File: config.mk
export PLATFORM = sky130hd
export DESIGN_NAME = iob_fifo_tdp_be_ctrl
export DESIGN_NICKNAME = d
export VERILOG_FILES = /design/src/rtl/iob_fifo_tdp_be_ctrl.sv
export SDC_FILE = /design/constraint.sdc
export NUM_CORES = 1
export LEC_CHECK = 0
export ABC_AREA = 1
export ABC_CLOCK_PERIOD_IN_PS = 7100
export CORE_MARGIN = 2
export CORE_UTILIZATION = 30
export DETAILED_ROUTE_END_ITERATION = 10
export PLACE_DENSITY = 0.67
export SYNTH_ARGS = -nofsm -noshare
export SYNTH_HDL_FRONTEND = slang
export SYNTH_SLANG_ARGS = --single-unit
File: constraint.sdc
create_clock -name clk_i -period 7.1 [get_ports clk_i]
set_clock_uncertainty 0.2 [all_clocks]
set_input_delay 2.13 -clock clk_i [delete_from_list [all_inputs] [get_ports clk_i]]
set_output_delay 2.13 -clock clk_i [all_outputs]
set_load 0.005 [all_outputs]
File: src/rtl/iob_fifo_tdp_be_ctrl.sv
// FIFO controller for an external true-dual-port byte-enable RAM (port A write, port B read),
// with a 2-entry prefetch buffer giving FWFT output. Optional level_o: IOB_FIFO_TDP_BE_CTRL_LEVEL_EN.
module iob_fifo_tdp_be_ctrl #(
  parameter int DATA_W = 32,
  parameter int ADDR_W = 4
) (
  input  logic                  clk_i,
  input  logic                  arst_n_i,
  input  logic                  rst_i,
  input  logic                  w_valid_i,
  output logic                  w_ready_o,
  input  logic [DATA_W-1:0]     w_data_i,
  output logic                  r_valid_o,
  input  logic                  r_ready_i,
  output logic [DATA_W-1:0]     r_data_o,
`ifdef IOB_FIFO_TDP_BE_CTRL_LEVEL_EN
  output logic [ADDR_W+1:0]     level_o,
`endif
  output logic                  ram_enA_o,
  output logic [DATA_W/8-1:0]   ram_weA_o,
  output logic [ADDR_W-1:0]     ram_addrA_o,
  output logic [DATA_W-1:0]     ram_dA_o,
  output logic                  ram_enB_o,
  output logic [DATA_W/8-1:0]   ram_weB_o,
  output logic [ADDR_W-1:0]     ram_addrB_o,
  input  logic [DATA_W-1:0]     ram_dB_i
);

  localparam int BE_W = DATA_W / 8;
  localparam logic [ADDR_W:0] DEPTH = {1'b1, {ADDR_W{1'b0}}};

  logic [ADDR_W:0] wr_ptr, rd_ptr, ram_level;
  logic [ADDR_W:0] wr_ptr_nxt, rd_ptr_nxt, level_nxt;
  logic            w_ready_nxt;
  logic            inflight;
  logic [1:0]      out_cnt;
  logic            head;
  logic            tail;
  logic [DATA_W-1:0] obuf [2];
  logic            push, pop, issue;
  logic [2:0]      occ;

  assign ram_level = wr_ptr - rd_ptr;
  assign push      = w_valid_i & w_ready_o & ~rst_i;
  assign pop       = r_valid_o & r_ready_i;

  // Buffer slots already promised after this cycle: held words plus the one landing, minus the pop.
  assign occ   = {1'b0, out_cnt} + {2'b00, inflight} - {2'b00, pop};
  assign issue = ~rst_i & (ram_level != '0) & (occ < 3'd2);

  // Landing happens only when at most one word is held, so the tail is never the live head.
  assign tail = head ^ out_cnt[0];

  always_comb begin
    wr_ptr_nxt  = wr_ptr + {{ADDR_W{1'b0}}, push};
    rd_ptr_nxt  = rd_ptr + {{ADDR_W{1'b0}}, issue};
    level_nxt   = wr_ptr_nxt - rd_ptr_nxt;
    w_ready_nxt = (level_nxt != DEPTH) & ~rst_i;
  end

  always_ff @(posedge clk_i or negedge arst_n_i) begin
    if (!arst_n_i) begin
      wr_ptr    <= '0;
      rd_ptr    <= '0;
      inflight  <= 1'b0;
      out_cnt   <= 2'd0;
      head      <= 1'b0;
      w_ready_o <= 1'b0;
      obuf[0]   <= '0;
      obuf[1]   <= '0;
    end else if (rst_i) begin
      wr_ptr    <= '0;
      rd_ptr    <= '0;
      inflight  <= 1'b0;
      out_cnt   <= 2'd0;
      head      <= 1'b0;
      w_ready_o <= 1'b0;
      obuf[0]   <= '0;
      obuf[1]   <= '0;
    end else begin
      wr_ptr    <= wr_ptr_nxt;
      rd_ptr    <= rd_ptr_nxt;
      inflight  <= issue;
      w_ready_o <= w_ready_nxt;
      out_cnt   <= out_cnt + {1'b0, inflight} - {1'b0, pop};
      if (inflight) obuf[tail] <= ram_dB_i;
      if (pop) head <= ~head;
    end
  end

  assign r_valid_o = (out_cnt != 2'd0);
  assign r_data_o  = obuf[head];

  // Address and data are gated so idle RAM ports show all zeros.
  assign ram_enA_o   = push;
  assign ram_weA_o   = {BE_W{push}};
  assign ram_addrA_o = push ? wr_ptr[ADDR_W-1:0] : '0;
  assign ram_dA_o    = push ? w_data_i : '0;
  assign ram_enB_o   = issue;
  assign ram_weB_o   = '0;
  assign ram_addrB_o = issue ? rd_ptr[ADDR_W-1:0] : '0;

`ifdef IOB_FIFO_TDP_BE_CTRL_LEVEL_EN
  assign level_o = (ADDR_W+2)'(ram_level) + (ADDR_W+2)'(inflight) + (ADDR_W+2)'(out_cnt);
`endif

endmodule
==> reports/qor.json, run 1 <==
{
  "outcome": {
    "outcome": "complete, no violations"
  },
  "grt": {
    "grt_pass1_vias": 4155,
    "grt_antenna_before_repair": 0,
    "grt_remaining_overflow": 0,
    "global_route_wire_length_before_repair_um": 19700,
    "groute.usage.overall": 0.151,
    "grt_start_max_net_pins": 42
  },
  "placed_design": {
    "last_weighted_congestion_value_of_the_routability_driven_placer": 0.760,
    "post-place-cells": 883,
    "io_buffers": 148,
    "dp_hpwl_um": 8200
  },
  "setup_path": {
    "critPathSlowestCell": "fa_1",
    "crit_path_start_kind": "input pin",
    "cp.buffers_inverters": 6,
    "crit_family": "buffers and inverters",
    "timing.reg2reg.worst_path_depth": 27,
    "timing.critical_path.to_type": "primary output",
    "crit_path_max_incr_delay_ns": 0.51,
    "timing.critical_path.fanout_max": 4,
    "cp_num_cells": 14,
    "timing.critical_path.cells": "dlymetal6s2s_1 > nand2_1 > inv_2 > ha_1 > inv_1 > ha_1 > inv_1 > fa_1 > nand3_2 > nor2_2 > nand2_2 > buf_4 > nor2_1 > clkdlybuf4s50_1",
    "critPathRequiredTime_ns": 4.77,
    "worst_ep_arrival_time_ns": 4.42,
    "timing_worst_setup_path_type": "input pin to primary output"
  },
  "synthesis": {
    "synth.area.top_cells": "dfrtp_1 (44%), nand2_1 (8.9%), o21ai_0 (8.8%)",
    "yosys.area.top_type": "dfrtp_1",
    "combinational_family_with_the_most_area_after_synthesis": "compound AO/OA/AOI/OAI gates",
    "syn-mean-instance-area_um2": 7.91,
    "synth.lib_cells_used.distinct": 26,
    "synth-xor-area-share": 0.0113,
    "synth_compound_area_frac": 0.192,
    "simple_gate_share_of_the_synthesized_area": 0.178,
    "ys_warn_count": 0,
    "synth_top_area_frac": 0.436,
    "synth_cells": 573,
    "synth_area_mm2": 0.00453,
    "synth.mux.area_fraction": 0,
    "seq_area_frac_synth": 0.436,
    "synth_seq_cells": 79,
    "arithmetic_cell_share_of_the_synthesized_area_counting_full_adders_half_adders_and_majority_gates": 0.0431
  },
  "timing": {
    "tightest_slew_ns": 0.991,
    "worst_slew_margin_rel": 0.339,
    "final.min_clock_period_ns": 6.75,
    "timing.final.hold_violations": 0,
    "fmax_mhz": 148,
    "setup_repair_after_global_routing_missed_its_margin": "no",
    "post-route-period-util": 0.950,
    "final-max-slew-violation-count": 0,
    "total_negative_slack_ns": 0,
    "setup-violations-final": 0
  },
  "clocking": {
    "tritoncts": "done",
    "clkLatencyLatePin_ns": 0.33,
    "clkTransAtPathRegs_ns": 0.07,
    "root_buffer": "clkbuf_16",
    "clock_tree.buffer_depth": 2,
    "cts_htree_levels": 3,
    "tritoncts_num_sinks": 79,
    "cts_inserted_buffers": 9
  },
  "routing": {
    "number_of_remaining_drc_errors": 0,
    "wire_per_inst_um": 13.2,
    "drt-initial-drc-count": 296,
    "via_per_inst": 4.59,
    "dr.pass1.iters": 4,
    "vias": 4133,
    "drt-total-wl_um": 11900,
    "postRouteAntennaNets": 0
  },
  "final_layout": {
    "insertedDiodeCount": 0,
    "net_total_in_the_final_layout": 796,
    "fill_cells": 1486,
    "mostFrequentLayoutCell": "clkdlybuf4s50_1",
    "share_of_layout_cells_above_drive_strength_1": 0.106,
    "flow.area_growth_from_synthesis_pct": 42.2,
    "most_used_cells_in_the_layout_excluding_fill_and_tap_cells": "clkdlybuf4s50_1 (145), nand2_1 (106), inv_1 (101)",
    "stdcell_count": 901
  },
  "pwr": {
    "net-switching-power_mw": 0.744,
    "share_of_total_power_in_sequential_cells": 0.317,
    "power_density_mw_per_mm2": 317,
    "p_sw_frac": 0.364,
    "peakVddDrop_uv": 123,
    "cellLeakagePower_nw": 3.02,
    "comb_power_share": 0.451,
    "clock_power_share": 0.231,
    "power.internal_mw": 1.30
  },
  "floorplanning": {
    "design.portCount": 153,
    "rows": 44,
    "core_mm2": 0.0146,
    "chipHeight_um": 127,
    "chipWidth_um": 127,
    "die_area_mm2": 0.0161,
    "initial_utilization": 0.309
  },
  "hold_path": {
    "hold_depth": 2,
    "hp-class": "register to register"
  },
  "job": {
    "maxCapViolations": 0
  }
}
## metal layers
layer	GRT usage	wire length, um	vias to the layer above
li1	-	-	2075
met1	0.195	5520	1896
met2	0.250	5510	151
met3	0.0321	749	11
met4	0.0537	157	0
met5	0	0	-
## metrics by stage
step | setup slack [ns] | total power [mW] | utilization | area (um^2) | hold slack [ns]
detailed placement | -0.0709 | 1.57 | 0.417 | 6110 | 0.289
CTS | 0.00177 | 2.06 | 0.438 | 6420 | 0.305
floorplan | 1.06 | 1.19 | - | 4540 | 0.257
global route | 0.205 | 2.20 | 0.440 | 6440 | 0.322
global placement | -0.0637 | 1.56 | 0.417 | 6110 | 0.276
finish | 0.355 | 2.04 | 0.440 | 6440 | 0.299
## registers in the layout (all words and copies together), names as in the netlist
register and count:
inflight 1, head 1, obuf 64, rd_ptr 5
wr_ptr 5, w_ready_o 1, out_cnt 2
## path summary, 6_finish.rpt
path                            start  slack, ns             end
setup / recovery            r_ready_i       0.35  ram_addrB_o[1]
hold / removal               obuf[25]       0.30        obuf[25]
setup reg to reg           out_cnt[1]       3.08       w_ready_o
hold reg to reg              obuf[25]       0.30        obuf[25]
max in group asynchronous    arst_n_i       4.15            head
min in group asynchronous    arst_n_i       1.58         obuf[8]
## worst reg2reg max path, stage by stage (launching register included)
cell     delay (ns)
dfrtp_1        0.41
inv_1          0.11
nand2_1        0.09
nand2_1        0.08
inv_2          0.04
ha_1           0.26
inv_1          0.06
ha_1           0.13
inv_1          0.05
fa_1           0.37
buf_4          0.14
nor2_1         0.14
nor2_2         0.06
nand2_2        0.11
inv_2          0.05
ha_1           0.18
buf_4          0.14
ha_1           0.24
inv_1          0.08
nand2_1        0.05
nand2_1        0.12
ha_1           0.26
a21oi_1        0.18
nand2_1        0.08
nand2_1        0.06
nand3_1        0.06
nor2_1         0.12
nor2_1         0.05
## final cells by class
type | instances | area [um^2] | share of cell area
Multi-Input combinational cell | 354 | 1950 | 0.302
Tap cell | 184 | 230 | 0.0357
Clock buffer | 9 | 225 | 0.0350
Timing Repair Buffer | 161 | 1580 | 0.245
Sequential cell | 79 | 1980 | 0.307
Clock inverter | 7 | 80.1 | 0.0124
Inverter | 107 | 402 | 0.0623
## power groups by stage
stage | clock network, mW | logic, mW | registers (mW)
after floorplan | 0 | 0.556 | 0.633
after global placement | 0 | 0.904 | 0.653
after detailed placement | 0 | 0.914 | 0.658
after CTS | 0.489 | 0.923 | 0.650
after global routing | 0.506 | 1.03 | 0.665
final | 0.473 | 0.922 | 0.649
## Yosys cell counts (all sizes together)
cell type  number
clkbuf         15
nand4           1
o21bai          2
dfrtp          79
nand3          27
o21ai          97
a21oi           4
inv           107
buf            21
xnor2           3
nor2           64
conb            1
o22ai          27
fa              1
ha             14
xor2            2
nand2         108
## what timing repair did
item	CTS	global route
hold buffers	0	0
buffers inserted	0	2
endpoints found under the setup margin	3	5
pin swaps	0	3
gates resized for setup	2	5
## cells by family after synthesis
family                   after synthesis
AND/OR/NAND/NOR                      200
buffers and inverters                143
AO/OA/AOI/OAI                        130
flip-flops                            79
adder cells (fa/ha/maj)               15
XOR/XNOR                               5
other                                  1
Power figures use the tool's default switching activity.
==> run 2, diff against run 1 <==
--- a/config.mk
+++ b/config.mk
@@ -7,10 +7,10 @@
 export LEC_CHECK = 0
 export ABC_AREA = 1
 export ABC_CLOCK_PERIOD_IN_PS = 7100
-export CORE_MARGIN = 2
 export CORE_UTILIZATION = 30
 export DETAILED_ROUTE_END_ITERATION = 10
 export PLACE_DENSITY = 0.67
+export SLEW_MARGIN = 20
 export SYNTH_ARGS = -nofsm -noshare
 export SYNTH_HDL_FRONTEND = slang
 export SYNTH_SLANG_ARGS = --single-unit
==> reports/qor.json, run 2 (synthesis gave the netlist of run 1 again) <==
{
  "setup_path": {
    "critPathSlowestCell": {"value": "fa_1", "change": "unchanged"},
    "crit_path_max_incr_delay": {"value": 0.54, "unit": "ns", "change": "was 0.51 ns"},
    "worst_ep_arrival_time": {"value": 4.51, "unit": "ns", "change": "was 4.42 ns"},
    "cp.buffers_inverters": {"value": 6, "change": "unchanged"},
    "timing.critical_path.to_type": {"value": "primary output", "change": "unchanged"},
    "critPathRequiredTime": {"value": 4.77, "unit": "ns", "change": "about the same"},
    "timing.critical_path.fanout_max": {"value": 3, "change": "was 4"},
    "timing_worst_setup_path_type": {"value": "input pin to primary output", "change": "unchanged"},
    "timing.critical_path.cells": {"value": "clkdlybuf4s50_1 > nand2_1 > inv_2 > ha_1 > inv_1 > ha_1 > inv_1 > fa_1 > nand3_2 > nor2_2 > nand2_2 > buf_4 > nor2_1 > dlygate4sd2_1", "change": "was dlymetal6s2s_1 > nand2_1 > inv_2 > ha_1 > inv_1 > ha_1 > inv_1 > fa_1 > nand3_2 > nor2_2 > nand2_2 > buf_4 > nor2_1 > clkdlybuf4s50_1"},
    "crit_path_start_kind": {"value": "input pin", "change": "unchanged"},
    "crit_family": {"value": "buffers and inverters", "change": "unchanged"}
  },
  "routing": {
    "drt-total-wl": {"value": 11700, "unit": "um", "change": "was 11900 um"},
    "vias": {"value": 4123, "change": "was 4133"},
    "postRouteAntennaNets": {"value": 0, "change": "unchanged"},
    "number_of_remaining_drc_errors": {"value": 22, "change": "was 0"},
    "via_per_inst": {"value": 4.59, "change": "about the same"},
    "wire_per_inst": {"value": 13.0, "unit": "um", "change": "was 13.2 um"},
    "dr.pass1.iters": {"value": 8, "change": "was 4"},
    "drt-initial-drc-count": {"value": 170, "change": "was 296"}
  },
  "placed_design": {
    "dp_worst_setup_slack": {"value": -0.0690, "unit": "ns", "change": "was -0.0709 ns"},
    "io_buffers": {"value": 148, "change": "unchanged"},
    "dp_hpwl": {"value": 7940, "unit": "um", "change": "was 8200 um"},
    "last_weighted_congestion_value_of_the_routability_driven_placer": {"value": 0.736, "change": "was 0.760"},
    "placed_cell_areas": {"value": 0.00609, "unit": "mm^2", "change": "was 0.00611 mm^2"}
  },
  "final_layout": {
    "fill_cells": {"value": 1490, "change": "was 1486"},
    "insertedDiodeCount": {"value": 0, "change": "unchanged"},
    "post-route-util": {"value": 0.437, "change": "was 0.440"},
    "most_used_cells_in_the_layout_excluding_fill_and_tap_cells": {"value": "clkdlybuf4s50_1 (142), nand2_1 (106), inv_1 (101)", "change": "was clkdlybuf4s50_1 (145), nand2_1 (106), inv_1 (101)"},
    "flow.area_growth_from_synthesis": {"value": 41.4, "unit": "%", "change": "was 42.2%"},
    "reg_top3": {"value": "obuf x64, rd_ptr x5, wr_ptr x5", "change": "unchanged"},
    "share_of_layout_cells_above_drive_strength_1": {"value": 0.102, "change": "was 0.106"},
    "fin_area": {"value": 0.00640, "unit": "mm^2", "change": "was 0.00644 mm^2"},
    "mostFrequentLayoutCell": {"value": "clkdlybuf4s50_1", "change": "unchanged"},
    "top_register_by_number_of_flip_flops": {"value": "obuf", "change": "unchanged"},
    "largest_reg_flops": {"value": 64, "change": "unchanged"},
    "net_total_in_the_final_layout": {"value": 793, "change": "was 796"}
  },
  "pwr": {
    "comb_power_share": {"value": 0.446, "change": "was 0.451"},
    "cellLeakagePower": {"value": 3.02, "unit": "nW", "change": "about the same"},
    "power.internal": {"value": 1.25, "unit": "mW", "change": "was 1.30 mW"},
    "share_of_total_power_in_sequential_cells": {"value": 0.332, "change": "was 0.317"},
    "clock_power_share": {"value": 0.222, "change": "was 0.231"},
    "net-switching-power": {"value": 0.741, "unit": "mW", "change": "was 0.744 mW"},
    "totalPowerFinal": {"value": 1.99, "unit": "mW", "change": "was 2.04 mW"},
    "power_density": {"value": 311, "unit": "mW/mm^2", "change": "was 317 mW/mm^2"},
    "peakVddDrop": {"value": 138, "unit": "uV", "change": "was 123 uV"},
    "p_sw_frac": {"value": 0.371, "change": "was 0.364"}
  },
  "timing": {
    "setup-violations-final": {"value": 0, "change": "unchanged"},
    "finalWorstSetupSlack": {"value": 0.257, "unit": "ns", "change": "was 0.355 ns"},
    "setup_repair_after_global_routing_missed_its_margin": {"value": "no", "change": "unchanged"},
    "post-route-period-util": {"value": 0.964, "change": "was 0.950"},
    "worst_slew_margin_rel": {"value": 0.348, "change": "was 0.339"},
    "timing.final.hold_violations": {"value": 0, "change": "unchanged"},
    "tightest_slew": {"value": 0.976, "unit": "ns", "change": "was 0.991 ns"},
    "fmax": {"value": 146, "unit": "MHz", "change": "was 148 MHz"},
    "total_negative_slack": {"value": 0, "unit": "ns", "change": "unchanged"},
    "final.min_clock_period": {"value": 6.84, "unit": "ns", "change": "was 6.75 ns"},
    "final-max-slew-violation-count": {"value": 0, "change": "unchanged"}
  },
  "clocking": {
    "cts_inserted_buffers": {"value": 9, "change": "unchanged"},
    "clkLatencyLatePin": {"value": 0.33, "unit": "ns", "change": "about the same"},
    "postCtsHoldBufs": {"value": 0, "change": "unchanged"},
    "root_buffer": {"value": "clkbuf_16", "change": "unchanged"},
    "tritoncts_num_sinks": {"value": 79, "change": "unchanged"},
    "cts_htree_levels": {"value": 3, "change": "unchanged"},
    "tritoncts": {"value": "done", "change": "unchanged"},
    "clock_tree.buffer_depth": {"value": 2, "change": "unchanged"},
    "clkTransAtPathRegs": {"value": 0.06, "unit": "ns", "change": "was 0.07 ns"}
  },
  "hold_path": {
    "hp-class": {"value": "register to register", "change": "unchanged"}
  },
  "outcome": {
    "outcome": {"value": "complete, but fails checks", "change": "was complete, no violations"},
    "failed_checks": "design-rule violations"
  },
  "grt": {
    "grt_pass1_vias": {"value": 4125, "change": "was 4155"},
    "grt_antenna_before_repair": {"value": 0, "change": "unchanged"},
    "groute.usage.overall": {"value": 0.156, "change": "was 0.151"},
    "global_route_wire_length_before_repair": {"value": 19700, "unit": "um", "change": "about the same"},
    "grt_remaining_overflow": {"value": 0, "change": "unchanged"},
    "grt_start_max_net_pins": {"value": 68, "change": "was 42"}
  },
  "floorplanning": {
    "die_area": {"value": 0.0156, "unit": "mm^2", "change": "was 0.0161 mm^2"},
    "initial_utilization": {"value": 0.309, "change": "unchanged"},
    "core": {"value": 0.0146, "unit": "mm^2", "change": "unchanged"},
    "design.portCount": {"value": 153, "change": "unchanged"},
    "chipWidth": {"value": 125, "unit": "um", "change": "was 127 um"},
    "chipHeight": {"value": 125, "unit": "um", "change": "was 127 um"},
    "rows": {"value": 44, "change": "unchanged"}
  },
  "job": {
    "maxCapViolations": {"value": 0, "change": "unchanged"}
  }
}
[run 2: cell count changes in the layout (fill, tap and decap cells not counted)]
cell	previous run	this run
clkdlybuf4s50_1	145	142
dlygate4sd2_1	0	3
clkinv_8	0	1
dfrtp_4	0	1
buf_4	14	11
bufinv_16	1	0
dfrtp_2	1	0
[run 2: final timing paths]
check | startpoint | to | slack [ns] | depth (start not counted)
setup / recovery | r_ready_i | ram_addrB_o[2] | 0.26 | 14
hold reg to reg | obuf[25] | obuf[25] | 0.30 | 2
min in group asynchronous | arst_n_i | obuf[11] | 1.47 | 1
hold / removal | obuf[25] | obuf[25] | 0.30 | 2
max in group asynchronous | arst_n_i | head | 4.10 | 2
setup reg to reg | out_cnt[1] | w_ready_o | 3.06 | 26
[run 2: tightest hold or removal path: cells and delay by family, from the launching register on]
family / cells / cell delay (ns)
flops: 1 / 0.34
compound gates: 2 / 0.13
[run 2: stage by stage]
step | hold slack (ns) | instances
6_report | 0.302 | 898
5_1_grt | 0.324 | 898
4_1_cts | 0.300 | 898
3_3_place_gp | 0.277 | 881
3_5_place_dp | 0.285 | 881
2_1_floorplan | 0.257 | 576
[run 2: cell type report]
| cell class | count | area, um^2 | area share |
|---|---|---|---|
| sequential | 79 | 1980 | 0.309 |
| tap | 184 | 230 | 0.0359 |
| timing repair buffer | 158 | 1560 | 0.243 |
| clock inverter | 7 | 66.3 | 0.0104 |
| multi-input combinational | 354 | 1950 | 0.304 |
| clock buffer | 9 | 225 | 0.0352 |
| inverter | 107 | 402 | 0.0627 |
[run 2: layer usage]
metal / part of all wire / GRT usage / vias to the layer above / wire (um)
li1: - / - / 2064 / -
met1: 0.44 / 0.192 / 1913 / 5170
met2: 0.48 / 0.271 / 138 / 5610
met3: 0.068 / 0.0438 / 8 / 794
met4: 0.0089 / 0.0359 / 0 / 104
met5: 0 / 0 / - / 0
[run 2: timing repair]
action | in CTS | in global routing
pin swaps | 1 | 5
buffers inserted | 1 | 0
gates resized for setup | 5 | 5
endpoints found under the setup margin | 3 | 2
[run 2: power groups by stage]
stage               clock network, mW  registers (mW)  logic [mW]
detailed placement                  0           0.672       0.890
global placement                    0           0.666       0.880
floorplan                           0           0.633       0.556
CTS                             0.461           0.663       0.904
global route                    0.480           0.679       0.996
finish                          0.444           0.662       0.889
==> run 3, diff against run 2 <==
--- a/config.mk
+++ b/config.mk
@@ -7,6 +7,7 @@
 export LEC_CHECK = 0
 export ABC_AREA = 1
 export ABC_CLOCK_PERIOD_IN_PS = 7100
+export CORE_MARGIN = 5
 export CORE_UTILIZATION = 30
 export DETAILED_ROUTE_END_ITERATION = 10
 export PLACE_DENSITY = 0.67
==> reports/qor.json, run 3 (synthesis gave the netlist of run 1 again) <==
{
  "timing": {
    "final-max-slew-violation-count": {"value": 0, "change": "unchanged"},
    "tightest_slew": {"value": 1.06, "unit": "ns", "change": "was 0.976 ns"},
    "worst_slew_margin_rel": {"value": 0.294, "change": "was 0.348"},
    "post-route-period-util": {"value": 0.981, "change": "was 0.964"},
    "setup-violations-final": {"value": 0, "change": "unchanged"},
    "setup_repair_after_global_routing_missed_its_margin": {"value": "yes", "change": "was no"},
    "fmax": {"value": 144, "unit": "MHz", "change": "was 146 MHz"},
    "finalWorstSetupSlack": {"value": 0.138, "unit": "ns", "change": "was 0.257 ns"},
    "final.min_clock_period": {"value": 6.96, "unit": "ns", "change": "was 6.84 ns"},
    "timing.final.hold_violations": {"value": 0, "change": "unchanged"}
  },
  "pwr": {
    "share_of_total_power_in_sequential_cells": {"value": 0.337, "change": "was 0.332"},
    "comb_power_share": {"value": 0.446, "change": "about the same"},
    "p_sw_frac": {"value": 0.366, "change": "was 0.371"},
    "clock_power_share": {"value": 0.217, "change": "was 0.222"},
    "power.internal": {"value": 1.25, "unit": "mW", "change": "about the same"},
    "peakVddDrop": {"value": 136, "unit": "uV", "change": "was 138 uV"},
    "cellLeakagePower": {"value": 2.98, "unit": "nW", "change": "was 3.02 nW"},
    "net-switching-power": {"value": 0.718, "unit": "mW", "change": "was 0.741 mW"},
    "power_density": {"value": 309, "unit": "mW/mm^2", "change": "was 311 mW/mm^2"}
  },
  "clocking": {
    "clkTransAtPathRegs": {"value": 0.06, "unit": "ns", "change": "about the same"},
    "cts_htree_levels": {"value": 3, "change": "unchanged"},
    "root_buffer": {"value": "clkbuf_16", "change": "unchanged"},
    "tritoncts_num_sinks": {"value": 79, "change": "unchanged"},
    "cts_inserted_buffers": {"value": 9, "change": "unchanged"},
    "postCtsSetupBuffers": {"value": 0, "change": "was 1"},
    "clock_tree.buffer_depth": {"value": 2, "change": "unchanged"},
    "clkLatencyLatePin": {"value": 0.33, "unit": "ns", "change": "about the same"},
    "tritoncts": {"value": "done", "change": "unchanged"}
  },
  "final_layout": {
    "largest_reg_flops": {"value": 64, "change": "unchanged"},
    "flow.area_growth_from_synthesis": {"value": 40.5, "unit": "%", "change": "was 41.4%"},
    "net_total_in_the_final_layout": {"value": 790, "change": "was 793"},
    "reg_top3": {"value": "obuf x64, rd_ptr x5, wr_ptr x5", "change": "unchanged"},
    "multi_input_comb_area": {"value": 0.00194, "unit": "mm^2", "change": "was 0.00195 mm^2"},
    "mostFrequentLayoutCell": {"value": "clkdlybuf4s50_1", "change": "unchanged"},
    "top_register_by_number_of_flip_flops": {"value": "obuf", "change": "unchanged"},
    "fill_cells": {"value": 1512, "change": "was 1490"},
    "most_used_cells_in_the_layout_excluding_fill_and_tap_cells": {"value": "clkdlybuf4s50_1 (144), nand2_1 (106), inv_1 (101)", "change": "was clkdlybuf4s50_1 (142), nand2_1 (106), inv_1 (101)"},
    "regArea": {"value": 0.00198, "unit": "mm^2", "change": "about the same"},
    "share_of_layout_cells_above_drive_strength_1": {"value": 0.0958, "change": "was 0.102"},
    "post-route-util": {"value": 0.423, "change": "was 0.437"},
    "insertedDiodeCount": {"value": 0, "change": "unchanged"},
    "stdcell_count": {"value": 898, "change": "unchanged"}
  },
  "outcome": {
    "outcome": {"value": "complete, no violations", "change": "was complete, but fails checks"}
  },
  "floorplanning": {
    "chipWidth": {"value": 133, "unit": "um", "change": "was 125 um"},
    "die_area": {"value": 0.0177, "unit": "mm^2", "change": "was 0.0156 mm^2"},
    "design.portCount": {"value": 153, "change": "unchanged"},
    "initial_utilization": {"value": 0.301, "change": "was 0.309"},
    "rows": {"value": 45, "change": "was 44"},
    "chipHeight": {"value": 133, "unit": "um", "change": "was 125 um"},
    "core": {"value": 0.0150, "unit": "mm^2", "change": "was 0.0146 mm^2"}
  },
  "setup_path": {
    "critPathRequiredTime": {"value": 4.77, "unit": "ns", "change": "about the same"},
    "timing.critical_path.fanout_max": {"value": 3, "change": "unchanged"},
    "timing_worst_setup_path_type": {"value": "input pin to primary output", "change": "unchanged"},
    "critPathSlowestCell": {"value": "fa_1", "change": "unchanged"},
    "timing.critical_path.to_type": {"value": "primary output", "change": "unchanged"},
    "timing.critical_path.cells": {"value": "clkdlybuf4s50_1 > nand2_1 > inv_2 > ha_1 > inv_1 > ha_1 > inv_1 > fa_1 > nand3_1 > nor2_2 > nand2_2 > inv_2 > buf_4 > clkdlybuf4s50_1", "change": "was clkdlybuf4s50_1 > nand2_1 > inv_2 > ha_1 > inv_1 > ha_1 > inv_1 > fa_1 > nand3_2 > nor2_2 > nand2_2 > buf_4 > nor2_1 > dlygate4sd2_1"},
    "worst_ep_arrival_time": {"value": 4.63, "unit": "ns", "change": "was 4.51 ns"},
    "crit_path_max_incr_delay": {"value": 0.51, "unit": "ns", "change": "was 0.54 ns"},
    "crit_path_start_kind": {"value": "input pin", "change": "unchanged"}
  },
  "routing": {
    "wire_per_inst": {"value": 13.5, "unit": "um", "change": "was 13.0 um"},
    "vias": {"value": 4096, "change": "was 4123"},
    "number_of_remaining_drc_errors": {"value": 0, "change": "was 22"},
    "dr.pass1.iters": {"value": 4, "change": "was 8"},
    "via_per_inst": {"value": 4.56, "change": "was 4.59"},
    "postRouteAntennaNets": {"value": 0, "change": "unchanged"},
    "drt-initial-drc-count": {"value": 246, "change": "was 170"},
    "drt-total-wl": {"value": 12100, "unit": "um", "change": "was 11700 um"}
  },
  "placed_design": {
    "dp_hpwl": {"value": 8160, "unit": "um", "change": "was 7940 um"},
    "io_buffers": {"value": 148, "change": "unchanged"},
    "dp_worst_setup_slack": {"value": -0.0517, "unit": "ns", "change": "was -0.0690 ns"},
    "post-place-cells": {"value": 883, "change": "was 881"},
    "last_weighted_congestion_value_of_the_routability_driven_placer": {"value": 0.795, "change": "was 0.736"}
  },
  "hold_path": {
    "hp-class": {"value": "register to register", "change": "unchanged"}
  },
  "grt": {
    "grt_start_max_net_pins": {"value": 80, "change": "was 68"},
    "grt_remaining_overflow": {"value": 0, "change": "unchanged"},
    "grt_pass1_vias": {"value": 4074, "change": "was 4125"},
    "global_route_wire_length_before_repair": {"value": 19900, "unit": "um", "change": "was 19700 um"},
    "groute.usage.overall": {"value": 0.140, "change": "was 0.156"},
    "grt_antenna_before_repair": {"value": 0, "change": "unchanged"}
  },
  "job": {
    "maxCapViolations": {"value": 0, "change": "unchanged"}
  }
}
run 3: worst paths after layout:
path / startpoint / to / slack, ns / cells past startpoint
worst min-delay path: obuf[19] / obuf[19] / 0.29 / 2
worst max-delay path: r_ready_i / ram_enB_o / 0.14 / 14
max in group asynchronous: arst_n_i / head / 4.52 / 1
worst max register to register: out_cnt[1] / w_ready_o / 3.14 / 26
worst min register to register: obuf[19] / obuf[19] / 0.29 / 2
min in group asynchronous: arst_n_i / obuf[11] / 1.64 / 1
run 3: what timing repair did:
action / 4_1_cts / 5_1_grt
gates resized for setup: 4 / 3
pin swaps: 0 / 2
endpoints found under the setup margin: 3 / 3
hold buffers: 0 / 0
run 3: layer usage:
layer	track usage	part of all wire	vias to the layer above
li1	-	-	2054
met1	0.166	0.43	1882
met3	0.0620	0.086	13
met4	0.0410	0.013	0
met5	0	0	-
met2	0.229	0.47	147
run 3: through the flow:
stage	instance area [um^2]	hold slack (ns)	total power, mW	TNS, ns
2_1_floorplan	4540	0.257	1.19	0
3_3_place_gp	6080	0.274	1.55	-0.0727
3_5_place_dp	6080	0.283	1.56	-0.0872
5_1_grt	6360	0.314	2.13	-0.0292
6_report	6360	0.292	1.96	0
4_1_cts	6360	0.298	2.00	0
run 3: area by class of cell:
type,count,area share
clock buffer,10,0.0376
inverter,107,0.0631
timing repair buffer,155,0.241
sequential,79,0.311
tap,188,0.0370
clock inverter,5,0.00531
multi-input combinational,354,0.305
run 3: worst max-delay path: cells and delay by family:
| family | cells | cell delay, ns |
|---|---|---|
| adders and majority gates | 3 | 0.85 |
| and+or+nand+nor | 4 | 0.39 |
| buffers and inverters | 7 | 1.26 |
run 3: power groups by stage:
stage / Combinational, mW / Sequential, mW / Clock [mW]
floorplan: 0.556 / 0.633 / 0
global route: 0.984 / 0.680 / 0.464
CTS: 0.896 / 0.663 / 0.440
global placement: 0.879 / 0.666 / 0
detailed placement: 0.887 / 0.671 / 0
finish: 0.876 / 0.661 / 0.426
